### src/rtl/hnm_bank.sv
// SSID hit map: one bit per {row, col} SSID in a row-wide RAM, marked by a 2-stage
// read-modify-write, queried with a fixed 2-cycle latency, and wiped by a row-by-row sweep.
module hnm_bank #(
  parameter int unsigned ROW_BITS      = 7,
  parameter int unsigned COL_BITS      = 4,
  parameter int unsigned SETTLE_CYCLES = 2
) (
  input  logic                         clk,
  input  logic                         reset_n,
  input  logic                         clear,
  input  logic                         wr_valid,
  input  logic [ROW_BITS+COL_BITS-1:0] wr_ssid,
  output logic                         wr_ready,
  input  logic                         rd_valid,
  input  logic [ROW_BITS+COL_BITS-1:0] rd_ssid,
  output logic                         rd_ready,
  output logic                         rd_hit_valid,
  output logic                         rd_hit,
  output logic                         busy,
  output logic [ROW_BITS+COL_BITS:0]   set_count
);
  localparam int unsigned SSID_BITS    = ROW_BITS + COL_BITS;
  localparam int unsigned SETCNT_BITS  = SSID_BITS + 1;
  localparam int unsigned NUM_ROWS     = 1 << ROW_BITS;
  localparam int unsigned ROW_WIDTH    = 1 << COL_BITS;
  localparam int unsigned WAIT_BITS    = 4;
  localparam int unsigned DRAIN_CYCLES = 2;

  typedef enum logic [1:0] {CLEAR, SETTLE, RUN, DRAIN} stateT;

  stateT                 stateQ, stateNext;
  logic [ROW_BITS-1:0]   sweepRowQ, sweepRowNext;
  logic [WAIT_BITS-1:0]  waitCntQ, waitCntNext;

  logic [ROW_WIDTH-1:0]  mem [NUM_ROWS];
  logic [ROW_WIDTH-1:0]  wrRamQ, rdRamQ;

  logic                  s1Valid, fwdValid, r1Valid;
  logic [ROW_BITS-1:0]   s1Row, fwdRow, r1Row;
  logic [COL_BITS-1:0]   s1Col, r1Col;
  logic [ROW_WIDTH-1:0]  fwdData;

  logic                  wrAccept, rdAccept, newBit, enterClear;
  logic [ROW_BITS-1:0]   wrRow, rdRow;
  logic [COL_BITS-1:0]   wrCol, rdCol;
  logic [ROW_WIDTH-1:0]  wrRowData, rdRowData, mergedRow;

  assign wrAccept = wr_valid && wr_ready;
  assign rdAccept = rd_valid && rd_ready;
  assign wrRow    = wr_ssid[SSID_BITS-1:COL_BITS];
  assign wrCol    = wr_ssid[COL_BITS-1:0];
  assign rdRow    = rd_ssid[SSID_BITS-1:COL_BITS];
  assign rdCol    = rd_ssid[COL_BITS-1:0];

  // The RAM read misses the row committed on the same edge; fwd* holds that commit.
  assign wrRowData  = (fwdValid && fwdRow == s1Row) ? fwdData : wrRamQ;
  assign rdRowData  = (fwdValid && fwdRow == r1Row) ? fwdData : rdRamQ;
  assign mergedRow  = wrRowData | (ROW_WIDTH'(1) << s1Col);
  assign newBit     = s1Valid && !wrRowData[s1Col];
  assign enterClear = (stateQ == DRAIN) && (stateNext == CLEAR);

  // Map storage: one write port (sweep or RMW commit), two synchronous read ports.
  always_ff @(posedge clk) begin
    if (stateQ == CLEAR) begin
      mem[sweepRowQ] <= '0;
    end else if (s1Valid) begin
      mem[s1Row] <= mergedRow;
    end
    wrRamQ <= mem[wrRow];
    rdRamQ <= mem[rdRow];
  end

  always_ff @(posedge clk or negedge reset_n) begin
    if (!reset_n) begin
      stateQ    <= CLEAR;
      sweepRowQ <= '0;
      waitCntQ  <= '0;
    end else begin
      stateQ    <= stateNext;
      sweepRowQ <= sweepRowNext;
      waitCntQ  <= waitCntNext;
    end
  end

  always_comb begin
    stateNext    = stateQ;
    sweepRowNext = sweepRowQ;
    waitCntNext  = waitCntQ;
    case (stateQ)
      CLEAR: begin
        sweepRowNext = sweepRowQ + ROW_BITS'(1);
        if (sweepRowQ == ROW_BITS'(NUM_ROWS - 1)) begin
          stateNext   = SETTLE;
          waitCntNext = '0;
        end
      end
      SETTLE: begin
        waitCntNext = waitCntQ + WAIT_BITS'(1);
        if (waitCntQ == WAIT_BITS'(SETTLE_CYCLES - 1)) begin
          stateNext = RUN;
        end
      end
      RUN: begin
        if (clear) begin
          stateNext   = DRAIN;
          waitCntNext = '0;
        end
      end
      DRAIN: begin
        waitCntNext = waitCntQ + WAIT_BITS'(1);
        if (waitCntQ == WAIT_BITS'(DRAIN_CYCLES - 1)) begin
          stateNext    = CLEAR;
          sweepRowNext = '0;
        end
      end
      default: stateNext = CLEAR;
    endcase
  end

  // Pipeline stages, handshake outputs and the set counter.
  always_ff @(posedge clk or negedge reset_n) begin
    if (!reset_n) begin
      s1Valid      <= 1'b0;
      s1Row        <= '0;
      s1Col        <= '0;
      fwdValid     <= 1'b0;
      fwdRow       <= '0;
      fwdData      <= '0;
      r1Valid      <= 1'b0;
      r1Row        <= '0;
      r1Col        <= '0;
      rd_hit_valid <= 1'b0;
      rd_hit       <= 1'b0;
      wr_ready     <= 1'b0;
      rd_ready     <= 1'b0;
      busy         <= 1'b1;
      set_count    <= '0;
    end else begin
      s1Valid      <= wrAccept;
      s1Row        <= wrRow;
      s1Col        <= wrCol;
      fwdValid     <= s1Valid;
      fwdRow       <= s1Row;
      fwdData      <= mergedRow;
      r1Valid      <= rdAccept;
      r1Row        <= rdRow;
      r1Col        <= rdCol;
      rd_hit_valid <= r1Valid;
      rd_hit       <= r1Valid && rdRowData[r1Col];
      wr_ready     <= (stateNext == RUN);
      rd_ready     <= (stateNext == RUN);
      busy         <= (stateNext != RUN);
      if (enterClear) begin
        set_count <= '0;
      end else if (newBit) begin
        set_count <= set_count + SETCNT_BITS'(1);
      end
    end
  end
endmodule
### config.mk
export PLATFORM = sky130hd
export DESIGN_NAME = hnm_bank
export DESIGN_NICKNAME = d
export VERILOG_FILES = /design/src/rtl/hnm_bank.sv
export SDC_FILE = /design/constraint.sdc
export NUM_CORES = 2
export LEC_CHECK = 0
export ABC_CLOCK_PERIOD_IN_PS = 4400
export CAP_MARGIN = 20
export CELL_PAD_IN_SITES_DETAIL_PLACEMENT = 0
export CELL_PAD_IN_SITES_GLOBAL_PLACEMENT = 1
export CORE_AREA = 2 2 434 436
export CTS_CLUSTER_SIZE = 25
export DETAILED_ROUTE_END_ITERATION = 6
export DIE_AREA = 0 0 436 438
export PLACE_DENSITY = 0.86
export SETUP_SLACK_MARGIN = 0.3
export SKIP_LAST_GASP = 1
export SYNTH_ARGS = -nofsm -noshare
export SYNTH_HDL_FRONTEND = slang
export SYNTH_SLANG_ARGS = --single-unit
### constraint.sdc
create_clock -name clk -period 4.4 [get_ports clk]
set_input_delay 0.88 -clock clk [delete_from_list [all_inputs] [get_ports clk]]
set_output_delay 0.88 -clock clk [all_outputs]
set_load 0.02 [all_outputs]
==> out/results.tsv <==
metric	value	unit
syn nets	4312	
Sw Ratio	24.3	%
Rel. slew slack	25.8	%
# setup viols final	0	
Die Width	436	microns
CP Buf/Inv Count	0	
Seq/Total Area, Yosys	65.1	%
Synth cell types	51	
Mapped Area	98400	sq um
CTS tree	built	
post-CTS setup buffer count	0	
GRT Total Usage	30.4	%
first-pass GRT wire length	408	mm
via count	53600	
hpwl dp	175	mm
period utilization	90.9	%
Sink Count	2157	
share of cells above drive strength 1	47.2	%
Yosys reg bits	2157	
post-synthesis xor/xnor area fraction	0.169	%
number of flops mapped to enable cells by yosys	2048	
slowest CP cell	mux4_2	
Post-Syn Area per Cell	23.0	sq um
core box area	187000	sq um
mux contribution to synthesized area	31.6	%
H-tree depth	4	
initial antenna violation count	18	
Static Leak	35.5	nW
maximum clock skew at final layout	0.0490	ns
PD cells	418	nW/um^2
Final Critical Period	4.00	ns
critical path endpoint category	flop	
vias in the first global route	54500	
Hold Path Class	in -> async	
Cells after Synth	4281	
area delta synth->final	14.1	%
Critical Path RT	5.17	ns
sequential power share	49.6	%
Setup TNS	0	ns
largest net degree at the start of global routing	81	
Post-Synth Adder-Cell Area	0.0508	%
RSZ-0062 raised after global routing	false	
PostCTS Resize Cnt	0	
Port Buffers	43	
CP Data Arrival Time	4.76	ns
DRC viols	0	
Worst Setup Start Kind	flop	
cell area after layout	112000	sq um
number of routed nets with antenna violations	0	
family with the most delay on the worst path	simple AND/OR/NAND/NOR gates	
NumNets Final	4621	
CTS Hold Bufs	0	
number of fill cells	12500	
drt pass-1 iters	6	
drt wl/cell	39.4	microns
GRT overflow	0	
Ys Warns	0	
CP Cell Sequence	xnor2_1, and4_1, and2_4, mux4_2, a2111o_1, a21oi_2, nor2_2, or4_1, a21oi_1	
Die Y	438	microns
clock power share	39.5	%
DIE AREA	191000	sq um
clock buffer depth	3	
Slew Limit Fails	0	
Worst Setup Path Type	reg -> reg	
area post-placement	105000	sq um
Reg clk slew, reported paths	0.06	ns
TritonCTS buffer count	211	
First DRT Iteration DRCs	8865	
actual slew at the worst max-slew pin	1.08	ns
crit path max fanout	18	
complex-gate fraction of the synthesized area	0.508	%
Simple-Gate Fraction of Synth Area	1.32	%
Final Hold Viols	0	
Logic pwr share	10.9	%
switching pwr	11.4	mW
CTS Root Cell	clkbuf_16	
status	finished clean	
I/O pin count	44	
max frequency	0.250	GHz
asr flop ratio synth	3.57	%
CP max stage delay	0.55	ns
largest family of logic cells by synthesized area	multiplexers	
Initial Util	52.7	%
FP Rows	159	
PnR Total Power	47.0	mW
Main synth FF type	edfxtp_1	
worst vdd ir	0.493	mV
worst hold slack	0.0992	ns
max_cap viols	0	
RD Place Congestion	0.948	
drt via density	7.37	
internal power	35.6	mW
Worst-Skew Late Latency	0.89	ns
final WL	287	mm
[cells in the mapped netlist (2+ instances only)]
library cell | count | area [sq um]
nor3_1 | 5 | 25.0
dfxtp_1 | 32 | 641
nand3_1 | 22 | 110
clkbuf_1 | 214 | 803
edfxtp_1 | 2048 | 61500
or4_1 | 4 | 30.0
mux2i_1 | 13 | 130
ha_1 | 4 | 50.1
o31ai_1 | 7 | 52.6
inv_1 | 7 | 26.3
xnor2_1 | 17 | 149
nor2_1 | 136 | 510
a31oi_1 | 2 | 12.5
xor2_1 | 2 | 17.5
o221a_2 | 2 | 22.5
nand4_1 | 8 | 50.1
buf_2 | 3 | 15.0
and4_1 | 2 | 17.5
dfrtp_1 | 76 | 1900
a2111o_1 | 2 | 22.5
buf_6 | 2 | 22.5
or3_1 | 6 | 37.5
or2b_1 | 2 | 15.0
nand2b_1 | 10 | 62.6
mux2_2 | 32 | 360
or2_2 | 4 | 25.0
and2_1 | 25 | 156
o211ai_1 | 7 | 52.6
mux4_2 | 1358 | 30600
o21ai_0 | 39 | 195
a21oi_1 | 15 | 75.1
nand3b_1 | 5 | 37.5
nand2_1 | 47 | 176
buf_1 | 106 | 398
[cell type report]
cell class                      instances  area (sq um)  area share [%]
Clock buffer                          263          5630            5.01
Tap cell                             2495          3120            2.78
Clock inverter                        131          1460            1.30
Multi-Input combinational cell       1791         33500            29.8
Sequential cell                      2157         64100            57.0
Antenna cell                            9          22.5          0.0200
Timing Repair Buffer                  422          4570            4.07
Inverter                                7          26.3          0.0234
[layer usage]
| layer | GRT usage (%) | part of all wire (%) | vias to the layer above |
|---|---|---|---|
| met5 | 0 | 0.023 | - |
| met4 | 14.8 | 5.7 | 10 |
| met1 | 39.5 | 33 | 28400 |
| met2 | 47.0 | 47 | 4489 |
| li1 | - | - | 19800 |
| met3 | 9.62 | 14 | 868 |
[state kept, by name (all words and copies together), names as in the netlist, 2 cells and up]
register / count
mem: 2048
s1Col: 4
wrRamQ: 16
stateQ: 2
r1Col: 4
fwdData: 16
set_count: 12
rdRamQ: 16
s1Row: 7
sweepRowQ: 7
waitCntQ: 4
r1Row: 7
fwdRow: 7
[path summary, 6_finish.rpt]
path / start / endpoint / slack (ns) / cells past startpoint
max in group asynchronous: reset_n / fwdData[4] / 3.48 / 2
hold / removal: reset_n / rd_hit / 0.1 / 1
setup / recovery: s1Row[1] / set_count[9] / 0.40 / 9
min in group clk: r1Valid / rd_hit_valid / 0.38 / 0
hold reg to reg: r1Valid / rd_hit_valid / 0.38 / 0
setup reg to reg: s1Row[1] / set_count[9] / 0.40 / 9
[power by group through the flow]
stage                     Combinational, mW  Sequential [mW]  Clock, mW
after global placement                 4.88             23.7          0
after detailed placement               4.97             23.7          0
after floorplan                        2.81             23.7          0
after global routing                   5.26             23.3       19.4
final                                  5.12             23.3       18.6
after CTS                              5.00             23.3       18.7
[worst reg2reg max path, cell delays in order (launching register included)]
cell and delay, ns:
dfrtp_1 0.40, xnor2_1 0.26, and4_1 0.40, and2_4 0.37, mux4_2 0.56, a2111o_1 0.44, a21oi_2 0.45, nor2_2 0.28
or4_1 0.55, a21oi_1 0.16
[cell families after synthesis]
| logic type | after synthesis |
|---|---|
| adder cells (fa/ha/maj) | 4 |
| AO/OA/AOI/OAI | 82 |
| flip-flops | 2157 |
| buffers and inverters | 333 |
| multiplexers | 1403 |
| XOR/XNOR | 19 |
| AND/OR/NAND/NOR | 283 |
[placed cells by master, fill, tap and decap left out, types with 7 or more instances in the layout]
cell             netlist  final
o21ai_0               39     39
mux4_2              1358   1358
clkdlybuf4s50_1        0     30
o31ai_1                7      7
clkbuf_8               0     15
bufinv_16              0     23
clkinvlp_4             0      9
mux2i_1               13     13
clkinv_1               0     41
nand2_1               47     47
clkbuf_16              0    212
buf_12                 0    102
nor2_1               136      8
a21oi_1               15     15
inv_16                 0      7
and2_1                25      9
diode_2                0      9
mux2_2                32     32
clkinv_2               0     41
nand2b_1              10     10
dfrtp_1               76     76
o211ai_1               7      7
clkbuf_1             214     38
and2_4                 1     17
edfxtp_1            2048   2048
buf_4                  1    277
nand3_1               22     22
dfxtp_1               32     32
inv_1                  7      7
nand4_1                8      8
nor2_2                 1    129
xnor2_1               17     17
[per-stage QoR]
stage | setup WS, ns | std cells | utilization, %
5_1_grt | 0.372 | 7267 | 60.2
3_5_place_dp | 0.346 | 6871 | 56.4
4_1_cts | 0.551 | 7265 | 60.2
2_1_floorplan | 0.507 | 4281 | -
6_report | 0.401 | 7275 | 60.2
3_3_place_gp | 0.359 | 6871 | 56.4
(Power assumes the default switching activity.)
